## src/rtl/control_config_contadores_pkg.sv

```systemverilog
// Field codes and sequencer state encoding shared by the RTC field counters,
// the configuration sequencer and the VGA display control.
package control_config_contadores_pkg;

  localparam logic [3:0] CAMPO_NINGUNO = 4'd0;
  localparam logic [3:0] CAMPO_SS      = 4'd1;
  localparam logic [3:0] CAMPO_MM      = 4'd2;
  localparam logic [3:0] CAMPO_HH      = 4'd3;
  localparam logic [3:0] CAMPO_DD      = 4'd4;
  localparam logic [3:0] CAMPO_MES     = 4'd5;
  localparam logic [3:0] CAMPO_AN      = 4'd6;
  localparam logic [3:0] CAMPO_TMR_SS  = 4'd7;
  localparam logic [3:0] CAMPO_TMR_MM  = 4'd8;
  localparam logic [3:0] CAMPO_TMR_HH  = 4'd9;

  typedef enum logic {
    IDLE   = 1'b0,
    CONFIG = 1'b1
  } estado_t;

endpackage

```

## src/rtl/control_config_contadores_pulso_repeticion.sv

```systemverilog
// One step button: rising-edge pulse, then a repeat after HOLD_CYC cycles and
// every REP_CYC cycles while the level stays high and the channel is enabled.
module pulso_repeticion #(
  parameter int HOLD_CYC = 50_000_000,
  parameter int REP_CYC  = 25_000_000
) (
  input  logic clk_i,
  input  logic rst_n_i,
  input  logic nivel_i,
  input  logic habilita_i,
  input  logic limpia_i,
  output logic pulso_o
);

  localparam int TW = $clog2(HOLD_CYC + 1);
  localparam logic [TW-1:0] TC_HOLD = TW'(HOLD_CYC - 1);
  localparam logic [TW-1:0] TC_REP  = TW'(REP_CYC - 1);

  logic          nivel_prev_q;
  logic          activo_q, activo_d;
  logic          fase_rep_q, fase_rep_d;
  logic [TW-1:0] cnt_q, cnt_d;
  logic          pulso_q, pulso_d;
  logic          subida;
  logic [TW-1:0] tc;

  assign subida = nivel_i & ~nivel_prev_q;
  assign tc     = fase_rep_q ? TC_REP : TC_HOLD;

  // activo_q is only set by an accepted edge, so a level held through entry
  // into CONFIG or through a field change needs a release and re-press.
  always_comb begin
    activo_d   = activo_q;
    fase_rep_d = fase_rep_q;
    cnt_d      = cnt_q;
    pulso_d    = 1'b0;
    if (!nivel_i || !habilita_i || limpia_i) begin
      activo_d   = 1'b0;
      fase_rep_d = 1'b0;
      cnt_d      = '0;
    end else if (subida) begin
      activo_d   = 1'b1;
      fase_rep_d = 1'b0;
      cnt_d      = '0;
      pulso_d    = 1'b1;
    end else if (activo_q) begin
      if (cnt_q == tc) begin
        pulso_d    = 1'b1;
        fase_rep_d = 1'b1;
        cnt_d      = '0;
      end else begin
        cnt_d = cnt_q + TW'(1);
      end
    end
  end

  always_ff @(posedge clk_i or negedge rst_n_i) begin
    if (!rst_n_i) begin
      nivel_prev_q <= 1'b0;
      activo_q     <= 1'b0;
      fase_rep_q   <= 1'b0;
      cnt_q        <= '0;
      pulso_q      <= 1'b0;
    end else begin
      nivel_prev_q <= nivel_i;
      activo_q     <= activo_d;
      fase_rep_q   <= fase_rep_d;
      cnt_q        <= cnt_d;
      pulso_q      <= pulso_d;
    end
  end

  assign pulso_o = pulso_q;

endmodule

```

## src/rtl/control_config_contadores.sv

```systemverilog
// Configuration sequencer: mode FSM, field-select register and two
// auto-repeating step channels feeding the RTC field counters.
//   state  | meaning
//   IDLE   | normal timekeeping, no field selected, no step pulses
//   CONFIG | a field is selected; der/izq move it, arriba/abajo step it
module control_config_contadores
  import control_config_contadores_pkg::*;
#(
  parameter int N_FIELDS = 9,
  parameter int HOLD_CYC = 50_000_000,
  parameter int REP_CYC  = 25_000_000
) (
  input  logic       clk,
  input  logic       reset,
  input  logic       btn_config,
  input  logic       btn_der,
  input  logic       btn_izq,
  input  logic       btn_arriba,
  input  logic       btn_abajo,
  output logic       modo_config,
  output logic [3:0] contadores,
  output logic       Arriba,
  output logic       Abajo
);

  localparam logic [3:0] CAMPO_MAX = 4'(N_FIELDS);

  estado_t    estado_q, estado_d;
  logic [3:0] campo_q, campo_d;
  logic       cfg_prev_q, der_prev_q, izq_prev_q;
  logic       sube_cfg, sube_der, sube_izq;
  logic       cambio_campo, habilita;
  logic       up_q, dn_q;

  assign sube_cfg = btn_config & ~cfg_prev_q;
  assign sube_der = btn_der & ~der_prev_q;
  assign sube_izq = btn_izq & ~izq_prev_q;

  always_comb begin
    estado_d     = estado_q;
    campo_d      = campo_q;
    cambio_campo = 1'b0;
    unique case (estado_q)
      IDLE: begin
        if (sube_cfg) begin
          estado_d = CONFIG;
          campo_d  = CAMPO_SS;
        end
      end
      CONFIG: begin
        if (sube_cfg) begin
          estado_d = IDLE;
          campo_d  = CAMPO_NINGUNO;
        end else if (sube_der && !sube_izq) begin
          campo_d      = (campo_q == CAMPO_MAX) ? CAMPO_SS : campo_q + 4'd1;
          cambio_campo = 1'b1;
        end else if (sube_izq && !sube_der) begin
          campo_d      = (campo_q == CAMPO_SS) ? CAMPO_MAX : campo_q - 4'd1;
          cambio_campo = 1'b1;
        end
      end
      default: begin
        estado_d = IDLE;
        campo_d  = CAMPO_NINGUNO;
      end
    endcase
  end

  always_ff @(posedge clk or negedge reset) begin
    if (!reset) begin
      estado_q   <= IDLE;
      campo_q    <= CAMPO_NINGUNO;
      cfg_prev_q <= 1'b0;
      der_prev_q <= 1'b0;
      izq_prev_q <= 1'b0;
    end else begin
      estado_q   <= estado_d;
      campo_q    <= campo_d;
      cfg_prev_q <= btn_config;
      der_prev_q <= btn_der;
      izq_prev_q <= btn_izq;
    end
  end

  // Leaving CONFIG must suppress a step pulse landing in the same cycle.
  assign habilita = (estado_q == CONFIG) && !sube_cfg;
  assign up_q     = btn_arriba & ~btn_abajo;
  assign dn_q     = btn_abajo & ~btn_arriba;

  pulso_repeticion #(.HOLD_CYC(HOLD_CYC), .REP_CYC(REP_CYC)) u_rep_arriba (
    .clk_i      (clk),
    .rst_n_i    (reset),
    .nivel_i    (up_q),
    .habilita_i (habilita),
    .limpia_i   (cambio_campo),
    .pulso_o    (Arriba)
  );

  pulso_repeticion #(.HOLD_CYC(HOLD_CYC), .REP_CYC(REP_CYC)) u_rep_abajo (
    .clk_i      (clk),
    .rst_n_i    (reset),
    .nivel_i    (dn_q),
    .habilita_i (habilita),
    .limpia_i   (cambio_campo),
    .pulso_o    (Abajo)
  );

  assign modo_config = (estado_q == CONFIG);
  assign contadores  = campo_q;

endmodule

```

## config.mk

```make
export PLATFORM = sky130hd
export DESIGN_NAME = control_config_contadores
export DESIGN_NICKNAME = d
export VERILOG_FILES = /design/src/rtl/control_config_contadores_pkg.sv /design/src/rtl/control_config_contadores_pulso_repeticion.sv /design/src/rtl/control_config_contadores.sv
export SDC_FILE = /design/constraint.sdc
export NUM_CORES = 1
export LEC_CHECK = 0
export ABC_AREA = 1
export CORE_UTILIZATION = 50
export DETAILED_ROUTE_END_ITERATION = 8
export PLACE_DENSITY = 0.67
export SKIP_CTS_REPAIR_TIMING = 1
export SYNTH_ARGS = -nofsm -noshare
export SYNTH_HDL_FRONTEND = slang
export SYNTH_SLANG_ARGS = --single-unit
```

## constraint.sdc

```tcl
create_clock -name clk -period 5 [get_ports clk]
set_clock_uncertainty 0.1 [all_clocks]
set_input_delay 0.5 -clock clk [delete_from_list [all_inputs] [get_ports clk]]
set_output_delay 0.5 -clock clk [all_outputs]
set_load 0.03 [all_outputs]
```

==> impl_metrics.csv <==
group,metric,value,unit
yosys,synth_edf_count,0,
pwr,power.density_cell_area,288,nW/µm²
final_layout,layout-area-overhead-vs-synth,9.45,%
final_layout,insertedDiodeCount,0,
clocking,h-tree-depth,3,
critical_path,required,5.17,ns
flow_run,cap_violations,0,
final_layout,fin_cells,698,
sta,finalSetupViolations,0,
die,rows,32,
yosys,synth.area.top_cells,"sky130_fd_sc_hd__dfrtp_1 (41%), sky130_fd_sc_hd__nand2_1 (15%), sky130_fd_sc_hd__nor2_1 (8.8%), sky130_fd_sc_hd__inv_1 (6.1%), sky130_fd_sc_hd__xor2_1 (5.1%)",
critical_path,critical_path_s_largest_stage_delay,0.61,ns
die,floorplan.core_area,7890,µm²
yosys,yosysWarnings,0,
yosys,postSynthAreaPerCell,7.23,µm²
global_routing,number_of_antenna_violations_at_the_first_check_in_global_routing,0,
critical_path,crit_type,"in -> reg",
yosys,most_instantiated_library_cell_after_synthesis,"sky130_fd_sc_hd__nand2_1",
critical_path,critPathTopFamily,"simple AND/OR/NAND/NOR gates",
routing,ant_nets,0,
sta,achievable-frequency,0.377,GHz
critical_path,crit_path_max_fanout,31,
final_layout,drive_above_1_share,7.89,%
final_layout,fin_nets,608,
yosys,synth_area_leader_cell,"sky130_fd_sc_hd__dfrtp_1",
pwr,irDropWorstVdd,0.141,mV
place,finalWeightedCongestion,0.884,
routing,drt-vias-per-instance,5.03,
routing,drt_pre_antenna_iters,4,
yosys,synthCells,575,
pwr,leakage,2.07,nW
clocking,clk_pin_slew,0.07,ns
yosys,synth.ff_latch_count,68,
clocking,tritoncts,"done",
sta,max-slew-margin-rel,43.4,%
yosys,netlist.area_leader.share,41.0,%
sta,period_minus_slack,2.65,ns
yosys,synth_async_sr_flop_share,100,%
critical_path,setup.worst_path.start_class,"primary input",
sta,finalHoldViolations,0,
critical_path,cp.buffers_inverters,2,
global_routing,first_global_vias,3493,
routing,via_count,3510,
routing,drt_iter0_markers,173,
routing,avgRoutedWirePerCell,12.3,µm
critical_path,path_common_cell,"sky130_fd_sc_hd__nor2_1",
sta,tightestPinTransition,0.849,ns
clocking,clockRootBuffer,"sky130_fd_sc_hd__clkbuf_8",
die,initial_core_utilization,52.7,%
yosys,post_synth_instance_area,4160,µm²
yosys,mappedNetlistNets,592,
place,placed_cells,682,
yosys,dominantRegCellSynth,"sky130_fd_sc_hd__dfrtp_1",
place,portBuffers,13,
clocking,cts_made_buffers,9,
sta,rsz0062_at_grt,"false",
yosys,list_of_most_frequent_post_synthesis_cells,"sky130_fd_sc_hd__nand2_1 (165), sky130_fd_sc_hd__nor2_1 (97), sky130_fd_sc_hd__dfrtp_1 (68), sky130_fd_sc_hd__inv_1 (67), sky130_fd_sc_hd__nand3_1 (38)",
final_layout,fill_cells,767,
routing,drc,0,
critical_path,timing.critical_path.slowest_stage_cell,"sky130_fd_sc_hd__nand4_2",
global_routing,grt_start_max_net_pins,69,
critical_path,worstPathArrival,2.82,ns
global_routing,grt_first_pass_wirelength,15400,µm
yosys,yosysUniqueCellTypes,32,
global_routing,sum_of_overflow_across_all_layers_after_global_routing,0,
run_status,outcome,"finished clean",
sta,tns,0,ns
final_layout,seq_area,1700,µm²
clocking,clk-insertion-delay-late,0.35,ns
global_routing,grt.total_usage,22.4,%
die,die_area,8680,µm²
clocking,clock_sink_count,68,
worst_hold_path,min-delay-path-class,"in -> async",
routing,totalWireLength,8620,µm
die,die-width,93.2,µm
sta,post-route-period-util,53.1,%
clocking,cts-root-to-sink-buffers,2,
yosys,synth-seq-area-share,41.0,%
critical_path,crit_chain,"clkdlybuf4s50_1 > nand2_1 > ha_1 > nor2_1 > nand2_2 > nand4_2 > nand2_4 > inv_4 > nor2_1",
place,dpl.hpwl,6270,µm
die,io-pin-count,14,
die,chipHeight,93.2,µm
critical_path,critPathCaptureType,"flip-flop",
final_layout,area_used_by_multi_input_combinational_logic,2110,µm²
sta,final-max-slew-violation-count,0,
## logic make-up after synthesis
family,share of synthesized area [%]
adders and majority gates,3.01
DFF,41.0
AOI/OAI and AO/OA,3.76
buffers and inverters,8.37
xor gates and xnor gates,5.27
and+or+nand+nor,38.6
## layer usage
metal  up-vias  global-route usage (%)  share of wire [%]
met5         -                       0                  0
met4         0                    9.23                2.0
met3        17                    2.93                2.6
met2        57                    38.8                 48
met1      1604                    28.1                 47
li1       1832                       -                  -
## power by group
group          leakage [nW]  switching [W]  total, W  internal, W
Sequential            0.933      0.0000245  0.000595     0.000570
Combinational          1.03       0.000150  0.000235    0.0000845
Clock                 0.102       0.000224  0.000482     0.000259
Total                  2.07       0.000399   0.00131     0.000913
## layout by cell type (no fill, tap or decap)
cell	Yosys	layout
sky130_fd_sc_hd__ha_1	10	10
sky130_fd_sc_hd__xor2_1	24	24
sky130_fd_sc_hd__a21oi_1	6	6
sky130_fd_sc_hd__dfrtp_1	68	68
sky130_fd_sc_hd__nand4_1	16	16
sky130_fd_sc_hd__nor3b_1	2	2
sky130_fd_sc_hd__clkdlybuf4s50_1	0	12
sky130_fd_sc_hd__buf_4	2	1
sky130_fd_sc_hd__inv_6	1	2
sky130_fd_sc_hd__nand2_1	165	165
sky130_fd_sc_hd__o21bai_1	6	6
sky130_fd_sc_hd__nand4_2	2	2
sky130_fd_sc_hd__nand3_2	1	1
sky130_fd_sc_hd__nand2_4	3	3
sky130_fd_sc_hd__nand2_2	4	4
sky130_fd_sc_hd__inv_2	1	1
sky130_fd_sc_hd__clkinv_2	0	1
sky130_fd_sc_hd__a22oi_1	1	1
sky130_fd_sc_hd__inv_4	1	1
sky130_fd_sc_hd__inv_1	67	67
sky130_fd_sc_hd__and3_1	2	2
sky130_fd_sc_hd__o21ai_0	8	8
sky130_fd_sc_hd__nor3_1	19	19
sky130_fd_sc_hd__a31oi_1	1	1
sky130_fd_sc_hd__a21boi_0	2	2
sky130_fd_sc_hd__nand3_1	38	38
sky130_fd_sc_hd__nor2_1	97	97
sky130_fd_sc_hd__o22ai_1	2	2
sky130_fd_sc_hd__bufinv_16	0	1
sky130_fd_sc_hd__xnor2_1	1	1
sky130_fd_sc_hd__clkbuf_8	0	11
sky130_fd_sc_hd__nand3b_1	2	2
sky130_fd_sc_hd__nor2_2	16	16
sky130_fd_sc_hd__buf_2	4	1
sky130_fd_sc_hd__clkinvlp_4	0	2
## worst paths after layout
check | from | endpoint | slack [ns] | cells after the start
min in group clk | u_rep_abajo.fase_rep_q | u_rep_abajo.fase_rep_q | 0.40 | 2
max in group asynchronous | reset | u_rep_abajo.cnt_q[16] | 4.00 | 2
setup reg to reg | izq_prev_q | u_rep_abajo.cnt_q[16] | 2.59 | 9
setup / recovery | btn_izq | u_rep_abajo.cnt_q[16] | 2.35 | 9
hold reg to reg | u_rep_abajo.fase_rep_q | u_rep_abajo.fase_rep_q | 0.40 | 2
hold / removal | reset | contadores[2] | 0.24 | 2
## per-stage QoR
stage / area (µm²) / util [%] / setup WS [ns] / power, W / hold WS, ns
4_1_cts: 4550 / 57.7 / 2.34 / 0.00133 / 0.280
2_1_floorplan: 4160 / - / 3.10 / 0.000763 / 0.104
5_1_grt: 4550 / 57.7 / 2.14 / 0.00138 / 0.343
3_5_place_dp: 4340 / 55.0 / 1.99 / 0.000841 / 0.395
6_report: 4550 / 57.7 / 2.35 / 0.00131 / 0.242
3_3_place_gp: 4340 / 55.0 / 2.05 / 0.000836 / 0.390
## area by class of cell
cell class,instances,area share (%)
timing repair buffer,14,2.92
multi-input combinational,428,46.3
sequential,68,37.4
tap,102,2.81
clock buffer,11,3.33
clock inverter,5,1.29
inverter,70,5.94
No activity file was read; power rests on OpenSTA's default activity.
